==> config.mk <==
export PLATFORM = sky130hd
export DESIGN_NAME = sc_stream_decoder_flat
export DESIGN_NICKNAME = d
export VERILOG_FILES = /design/src/rtl/sc_stream_decoder_if.sv /design/src/rtl/sc_stream_decoder.sv /design/src/flat_wrapper.sv
export SDC_FILE = /design/constraint.sdc
export NUM_CORES = 1
export LEC_CHECK = 0
export ABC_CLOCK_PERIOD_IN_PS = 1800
export CORE_ASPECT_RATIO = 0.6
export CORE_MARGIN = 5
export CORE_UTILIZATION = 50
export CTS_CLUSTER_SIZE = 25
export DETAILED_ROUTE_END_ITERATION = 8
export PLACE_DENSITY = 0.78
export SLEW_MARGIN = 20
export SYNTH_ARGS = -nofsm -noshare
export SYNTH_HDL_FRONTEND = slang
export SYNTH_SLANG_ARGS = --single-unit
==> constraint.sdc <==
create_clock -name clk -period 1.8 [get_ports clk]
set_input_delay 0.27 -clock clk [delete_from_list [all_inputs] [get_ports clk]]
set_output_delay 0.27 -clock clk [all_outputs]
set_load 0.01 [all_outputs]
==> src/rtl/sc_stream_decoder_if.sv <==
// ----------------------------------------------------------------------------
// sc_stream_decoder_if
//   Handshake and stream bundle between a controller/stochastic source and the
//   stochastic-to-binary decoder.
//   master : drives start, abort, z, z_valid; observes busy, done,
//            result_valid, count
//   slave  : the decoder side (mirror of master)
//   LOG_LEN must match the LOG_LEN of the decoder it is bound to.
// ----------------------------------------------------------------------------
interface sc_stream_decoder_if #(
    parameter int LOG_LEN = 8
);
    logic               start;
    logic               abort;
    logic               z;
    logic               z_valid;
    logic               busy;
    logic               done;
    logic               result_valid;
    logic [LOG_LEN:0]   count;

    modport master (
        output start, abort, z, z_valid,
        input  busy, done, result_valid, count
    );

    modport slave (
        input  start, abort, z, z_valid,
        output busy, done, result_valid, count
    );
endinterface

==> src/rtl/sc_stream_decoder.sv <==
// ----------------------------------------------------------------------------
// sc_stream_decoder
//   Counts the ones in a window of 2**LOG_LEN valid stochastic stream bits and
//   returns the count (unipolar estimate = count / 2**LOG_LEN).
//   Ports:
//     clk    : rising-edge clock
//     rst_n  : asynchronous active-low reset
//     bus    : sc_stream_decoder_if.slave
//              in  start, abort, z, z_valid
//              out busy, done (1-cycle pulse), result_valid, count[LOG_LEN:0]
//   All outputs are registered. start is accepted only in IDLE; abort wins
//   over start and over the last sample of a window.
// ----------------------------------------------------------------------------
module sc_stream_decoder #(
    parameter int LOG_LEN = 8
) (
    input  logic                 clk,
    input  logic                 rst_n,
    sc_stream_decoder_if.slave   bus
);

    typedef enum logic [0:0] {
        S_IDLE = 1'b0,
        S_RUN  = 1'b1
    } state_t;

    state_t              r_state;
    logic [LOG_LEN:0]    r_acc;
    logic [LOG_LEN-1:0]  r_smp;
    logic [LOG_LEN:0]    r_count;
    logic                r_busy;
    logic                r_done;
    logic                r_result_valid;

    logic [LOG_LEN:0]    w_acc_next;
    logic                w_last;

    // acc has one bit more than the window index, so the all-ones window
    // (2**LOG_LEN) fits without wrap.
    assign w_acc_next = r_acc + {{LOG_LEN{1'b0}}, bus.z};
    assign w_last     = (r_smp == {LOG_LEN{1'b1}});

    always_ff @(posedge clk or negedge rst_n) begin
        if (!rst_n) begin
            r_state        <= S_IDLE;
            r_acc          <= '0;
            r_smp          <= '0;
            r_count        <= '0;
            r_busy         <= 1'b0;
            r_done         <= 1'b0;
            r_result_valid <= 1'b0;
        end else begin
            r_done <= 1'b0;
            case (r_state)
                S_IDLE: begin
                    // z on the start cycle is deliberately not sampled
                    if (bus.start && !bus.abort) begin
                        r_state        <= S_RUN;
                        r_busy         <= 1'b1;
                        r_acc          <= '0;
                        r_smp          <= '0;
                        r_result_valid <= 1'b0;
                    end
                end
                S_RUN: begin
                    if (bus.abort) begin
                        // count and result_valid are left as they are
                        r_state <= S_IDLE;
                        r_busy  <= 1'b0;
                    end else if (bus.z_valid) begin
                        r_acc <= w_acc_next;
                        r_smp <= r_smp + 1'b1;   // wraps to 0 on the last sample
                        if (w_last) begin
                            r_count        <= w_acc_next;
                            r_done         <= 1'b1;
                            r_result_valid <= 1'b1;
                            r_busy         <= 1'b0;
                            r_state        <= S_IDLE;
                        end
                    end
                end
                default: begin
                    r_state <= S_IDLE;
                    r_busy  <= 1'b0;
                end
            endcase
        end
    end

    assign bus.busy         = r_busy;
    assign bus.done         = r_done;
    assign bus.result_valid = r_result_valid;
    assign bus.count        = r_count;

endmodule

==> src/flat_wrapper.sv <==
// flat-port wrapper written by rule: the top's interface ports become plain ports
module sc_stream_decoder_flat 
#(
    parameter int LOG_LEN = 8
)
  (clk, rst_n, bus_start, bus_abort, bus_z, bus_z_valid, bus_busy, bus_done, bus_result_valid, bus_count);
  sc_stream_decoder_if #(.LOG_LEN(LOG_LEN)) bus_i ();
  input  logic clk;
  input  logic rst_n;
  input wire logic [$bits(bus_i.start)-1:0] bus_start;
  input wire logic [$bits(bus_i.abort)-1:0] bus_abort;
  input wire logic [$bits(bus_i.z)-1:0] bus_z;
  input wire logic [$bits(bus_i.z_valid)-1:0] bus_z_valid;
  output wire logic [$bits(bus_i.busy)-1:0] bus_busy;
  output wire logic [$bits(bus_i.done)-1:0] bus_done;
  output wire logic [$bits(bus_i.result_valid)-1:0] bus_result_valid;
  output wire logic [$bits(bus_i.count)-1:0] bus_count;
  assign bus_i.start = bus_start;
  assign bus_i.abort = bus_abort;
  assign bus_i.z = bus_z;
  assign bus_i.z_valid = bus_z_valid;
  assign bus_busy = bus_i.busy;
  assign bus_done = bus_i.done;
  assign bus_result_valid = bus_i.result_valid;
  assign bus_count = bus_i.count;
  sc_stream_decoder #(.LOG_LEN(LOG_LEN)) u_core (.clk(clk), .rst_n(rst_n), .bus(bus_i));
endmodule
==> flow_metrics.tcl <==
set metrics [dict create \
    status "completed" \
    final-setup-viol-count 0 \
    vias 1063 \
    yosysMostFrequentCell "dfrtp_1" \
    slew_headroom_pct 74.8 \
    crit_family "buffers and inverters" \
    place.gp.congestion 0.856 \
    first_pass_iters 4 \
    setup_slack_ps 221 \
    die_h_um 51.1 \
    synth_top_area_share_pct 53.3 \
    max_freq_mhz 633 \
    placed_area_um2 1650 \
    die_w_um 78.5 \
    ys_types 35 \
    max-cap-violations 0 \
    ir_drop_mv 0.488 \
    placedCellCount 184 \
    cts_tree "built" \
    antenna_left 0 \
    hp-class "in2async" \
    ys_seq_elements 30 \
    synthCells 132 \
    ios 18 \
    grt_pass1_wl_um 5200 \
    syn_area_per_cell_um2 10.7 \
    cts_max_level 2 \
    post-route-period-util_pct 87.7 \
    portBuffers 17 \
    holdBufCountCts 0 \
    p_per_area_nw_per_um2 794 \
    synth_ff_type "dfrtp_1" \
    drcViolationCount 0 \
    power_w 0.00138 \
    critical_path_arrival_ps 1750 \
    hold_violations 0 \
    finalNonFillerCells 192 \
    first_iter_violations 87 \
    track_usage_pct 17.2 \
    routed_wl_um 2990 \
    worstPathRequired_ps 1970 \
    tns_ps 0 \
    cts_resized 0 \
    use_met1_pct 23.4 \
    n_antenna_cell 0 \
    leakage_nw 0.834 \
    routedWlPerCell_um 15.6 \
    grt_overflow 0 \
    clkTransAtPathRegs_ps 60 \
    async_flop_share_pct 100 \
    grt_pass1_vias 1053 \
    drive_gt1_share_pct 15.6 \
    intPower_w 0.00106 \
    ys_top_cells_by_area "dfrtp_1 (53%), nor2_1 (5.1%), xor2_1 (5.0%)" \
    path_cells "clkdlybuf4s50_1 -> and3b_1 -> buf_4 -> o2111ai_1 -> xor2_1 -> nor2_1" \
    p_sw_share_pct 23.6 \
    end_kind "register" \
    post-place-ws_ps -50.2 \
    worstMarginPinSlew_ps 377 \
    drv_slew 0 \
    final.min_clock_period_ps 1580 \
    use_met3_pct 5.79 \
    antenna_found_initial 0 \
    clock_path_buffers 2 \
    slowest_stage "clkdlybuf4s50_1" \
    via_per_inst 5.54 \
    fin_area_um2 1740 \
    critPathBufInv 2 \
    combPwrFrac_pct 8.3 \
    crit_type "in2reg" \
    core_um2 2590 \
    initial_core_util_pct 54.3 \
    post_cts_buffers 0 \
    cts.sinks 30 \
    ys_seq_area_share_pct 53.3 \
    cpPeakStageDelay_ps 590 \
    syn2layout_area_growth_pct 23.6 \
    die_area_um2 4010 \
    fp-row-count 14 \
    synth_common_cells "dfrtp_1 (30), nor2_1 (19), a21oi_1 (8), nand2_1 (8), xor2_1 (8)" \
    grt_max_degree 31 \
    top_usage_layer "met2" \
    syn_nets 141 \
    p_seq_share_pct 51.8 \
    yosysWarnings 0 \
    syn-cell-area_um2 1410 \
    place_hpwl_um 2060 \
    synth_top_cell_by_area "dfrtp_1" \
    use_met2_pct 25.2 \
    root_buffer "clkbuf_8" \
    cts_buffers 5 \
    clk_latency_ps 280 \
    critPathMaxFanout 7 \
    finish.net_count 168 \
    p_clk_share_pct 39.9 \
    switchingPower_w 0.000325 \
    synth_edf_count 0 \
    skew_ps 7.57 \
    rsz0062_at_grt "false" \
    startpoint_type "primary input" \
]
[metal layers]
layer	vias up	wire length, µm	part of all wire [%]
li1	516	-	-
met4	0	35	1.2
met2	33	1340	45
met3	4	195	6.5
met5	-	0	0
met1	510	1410	47
[flip-flops by register name, indices dropped and copies added, names as in the netlist]
register                 flops
u_core.bus.result_valid      1
u_core.bus.done              1
u_core.r_state               1
u_core.r_acc                 9
u_core.r_smp                 8
u_core.bus.count             9
u_core.bus.busy              1
[layout by cell type (no fill, tap or decap)]
cell type,netlist,final
a21oi_1,8,8
a21oi_2,1,1
a22o_1,3,3
a31oi_1,1,1
and3_1,4,4
and3_2,1,1
and3b_1,1,1
and4_2,1,1
buf_4,1,9
clkbuf_1,1,1
clkbuf_8,0,6
clkdlybuf4s50_1,0,17
clkinv_2,0,1
dfrtp_1,30,30
ha_1,3,3
inv_1,3,3
mux2_2,2,2
nand2_1,8,8
nand2b_1,1,1
nand3_1,4,4
nand3b_1,1,1
nand4_1,2,2
nor2_1,19,19
nor3_4,1,1
nor3b_2,1,1
o2111ai_1,2,2
o211a_1,1,1
o21a_1,1,1
o21ai_0,7,7
o21ai_2,2,2
o21bai_1,2,2
o22ai_1,1,1
o31ai_1,1,1
o32ai_1,1,1
xnor2_1,5,5
xor2_1,8,8
[power groups by stage]
stage	sequential [W]	combinational [W]	clock [W]
after detailed placement	0.000727	0.000115	0
after CTS	0.000714	0.000116	0.000560
after global placement	0.000724	0.000111	0
after floorplan	0.000724	0.0000571	0
after global routing	0.000717	0.000130	0.000590
final	0.000715	0.000115	0.000551
[cell families (layout without fill, tap and decap cells)]
group                      after synthesis  count (layout)  synth area share, %
and+or+nand+nor                         44              44                 16.2
AOI/OAI and AO/OA                       31              31                 14.7
DFF                                     30              30                 53.3
xor gates and xnor gates                13              13                 8.09
buffers and inverters                    9              37                 3.47
adders and majority gates                3               3                 2.67
muxes                                    2               2                 1.60
[per-stage QoR]
stage / hold WS, ps / util, %
after floorplan: -25.6 / -
after global placement: 482 / 63.6
after detailed placement: 487 / 63.6
after CTS: 386 / 67.1
after global routing: 425 / 67.1
final: 374 / 67.1
[path summary, 6_finish.rpt]
path	from	to	slack, ps	depth (start not counted)
min reg2reg	u_core.bus.result_valid	u_core.bus.result_valid	490	2
min	rst_n	u_core.r_smp[5]	370	2
max reg2reg	u_core.r_smp[0]	u_core.bus.count[5]	270	6
max in group asynchronous	rst_n	u_core.r_smp[0]	1140	2
min in group clk	u_core.bus.result_valid	u_core.bus.result_valid	490	2
max	bus_abort	u_core.r_smp[5]	220	6
[cell type report]
type	instances	area [µm²]
Clock buffer	7	86.3
Clock inverter	1	5.00
Fill cell	192	853
Inverter	3	11.3
Multi-Input combinational cell	93	608
Sequential cell	30	751
Tap cell	32	40.0
Timing Repair Buffer	26	238
(Power assumes the default switching activity.)
==> edit (config.mk and constraints unchanged) <==
`LOG_LEN` is set to 8 in 3 places; all go to 7.
--- a/src/rtl/sc_stream_decoder_if.sv
+++ b/src/rtl/sc_stream_decoder_if.sv
@@ -10,3 +10,3 @@
 interface sc_stream_decoder_if #(
-    parameter int LOG_LEN = 8
+    parameter int LOG_LEN = 7
 );
--- a/src/rtl/sc_stream_decoder.sv
+++ b/src/rtl/sc_stream_decoder.sv
@@ -14,3 +14,3 @@
 module sc_stream_decoder #(
-    parameter int LOG_LEN = 8
+    parameter int LOG_LEN = 7
 ) (
--- a/src/flat_wrapper.sv
+++ b/src/flat_wrapper.sv
@@ -3,3 +3,3 @@
 #(
-    parameter int LOG_LEN = 8
+    parameter int LOG_LEN = 7
 )
Ports: changed (resized bus_count); port bits go from 18 to 17. No check against the original RTL was run, so the function may have changed too.
==> edit against the unedited design <==
Clock skew grew 0.0019 ns. Fmax shrank 8.2%. Total power shrank 21%. Area after synthesis grew 0.36%. Wire length shrank 0.64%. Cell area shrank 1.5%. Setup slack lost 0.14 ns. Sequential share of layout area shrank 3.7 points. Synthesized cell count shrank 2.3%. Sequential cell count shrank 3. Sequential power shrank 10%. Count of clock-buffer cells in the layout shrank 3.
==> edit: results (changes against the unedited design) <==
[placed_design]
dp_hpwl_mm = 2.21  ; +7.4%
finalWeightedCongestion = 0.760  ; -11%
placed_cells = 182  ; -1.1%
portBuffers = 16  ; -1
dpl_worst_slack_ns = -0.210  ; -0.160 ns
area_after_dpl_sq_um = 1660  ; +0.46%

[synth]
synth.net_count = 138  ; -2.1%
synth.lib_cells_used.distinct = 44  ; +26%
synthTopCellsByCount = dfrtp_1 (27), nand3_1 (11), o21ai_0 (8), a31oi_1 (6), or3_1 (6)
synth-seq-area-share_pct = 47.8  ; -5.5 points
synthArstFlopShare_pct = 100  ; unchanged
synth_flop_cell = dfrtp_1
synth_area_per_cell_sq_um = 11.0  ; +2.7%
ys_top_cells_by_area = dfrtp_1 (48%), mux2_4 (5.3%), nand3_1 (3.9%)
ys_warn_count = 0  ; unchanged

[sta]
tightest_slew_ns = 0.344  ; -0.0337 ns
timing.hold.ws_ns = 0.368  ; -0.00666 ns
worst_clock_skew_ns = 0.00946  ; +0.00189 ns

[worst_setup_path]
r2r_cells = 4  ; -2
crit_path_max_incr_delay_ns = 0.55  ; -0.04 ns
crit_arrival_ns = 1.93  ; +0.18 ns
critical_path_maximum_fanout = 7  ; unchanged
timing.reg2reg.setup_slack_ns = 0.19  ; -0.08 ns
critical-path-slowest-cell = or4_1
regToRegEndpoint = u_core.bus.count[0]$_DFFE_PN0P_
r2r-start = u_core.r_smp[0]$_DFFE_PN0P_

[clocking]
cts_max_level = 1  ; -1
max-clock-path-buffers = 2  ; unchanged
numCtsBuffers = 3  ; -2
worst_skew_pair_latency_ns = 0.27
worst_path_clk_slew_ns = 0.09  ; +0.03 ns
clk_root_buffer_cell = clkbuf_8

[status]
status = finished clean

[power_and_ir_drop]
static-leakage-power_nw = 0.770  ; -7.7%
p_sw_mw = 0.256  ; -21%
power.internal_mw = 0.840  ; -20%
peakVddDrop_uv = 378  ; -22%
seq_power_share_pct = 58.7  ; +6.9 points
powerComb_mw = 0.117

[routing]
drt_first_iter_violations = 50  ; -43%
detail_route.wirelength_mm = 2.97  ; -0.64%
route.vias.total = 1117  ; +5.1%
detailedRoute.firstPassIterationCount = 4  ; unchanged

[finish]
final_net_count = 165  ; -1.8%
antenna_cells_inserted = 0  ; unchanged
drive_above_1_share_pct = 20.0  ; +4.4 points
finish.cell_count_without_fillers = 187  ; -2.6%

[global_route]
grt_max_degree = 28  ; -9.7%
number_of_antenna_violations_at_the_first_check_in_global_routing = 0  ; unchanged
grt_pass1_wl_mm = 5.29  ; +1.9%
grtUsageTotal_pct = 16.8  ; -0.35 points

[hold_path]
hold_path.class = in2async

## edit: worst max-delay path: cells and delay by family
kind | cells | cell delay [ns]
simple gates | 3 | 0.89
buf+inv | 2 | 0.59
fa+ha+maj | 1 | 0.18
## edit: layout make-up
type | instances | area (sq um)
inverter | 5 | 18.8
timing repair buffer | 30 | 265
tap | 32 | 40.0
clock buffer | 4 | 45.0
sequential | 27 | 676
multi-input combinational | 89 | 668
fill | 211 | 897
## edit: worst max-delay path by stage
stage                           startpoint                              end  slack (ns)  cells past startpoint
2_1_floorplan  u_core.r_smp[0]$_DFFE_PN0P_  u_core.bus.count[0]$_DFFE_PN0P_        0.18                      6
3_3_place_gp                         bus_z      u_core.r_acc[7]$_DFFE_PN0P_       -0.13                      6
3_5_place_dp                         bus_z      u_core.r_acc[7]$_DFFE_PN0P_       -0.21                      6
4_1_cts                              bus_z      u_core.r_acc[7]$_DFFE_PN0P_        0.07                      6
5_1_grt                              bus_z  u_core.bus.count[7]$_DFFE_PN0P_        0.02                      6
6_report                             bus_z      u_core.r_acc[7]$_DFFE_PN0P_        0.08                      6
## edit: timing repair
action	4_1_cts	5_1_grt
setup buffers	0	1
endpoints found under the setup margin	0	3
resized for setup	0	1
## edit: logic make-up after synthesis
logic type / count (synthesis) / synth area share, %
buffers and inverters: 13 / 5.23
flip-flops: 27 / 47.8
XOR/XNOR: 3 / 1.86
adder cells (fa/ha/maj): 3 / 2.66
multiplexers: 8 / 7.53
AND/OR/NAND/NOR: 39 / 17.1
AO/OA/AOI/OAI: 36 / 17.8
## edit: layer usage
layer	global-route usage (%)	up-vias	part of all wire, %
li1	-	546	-
met1	23.1	552	50
met2	26.9	15	46
met3	5.09	4	3.5
met4	2.91	0	0.77
met5	0	-	0
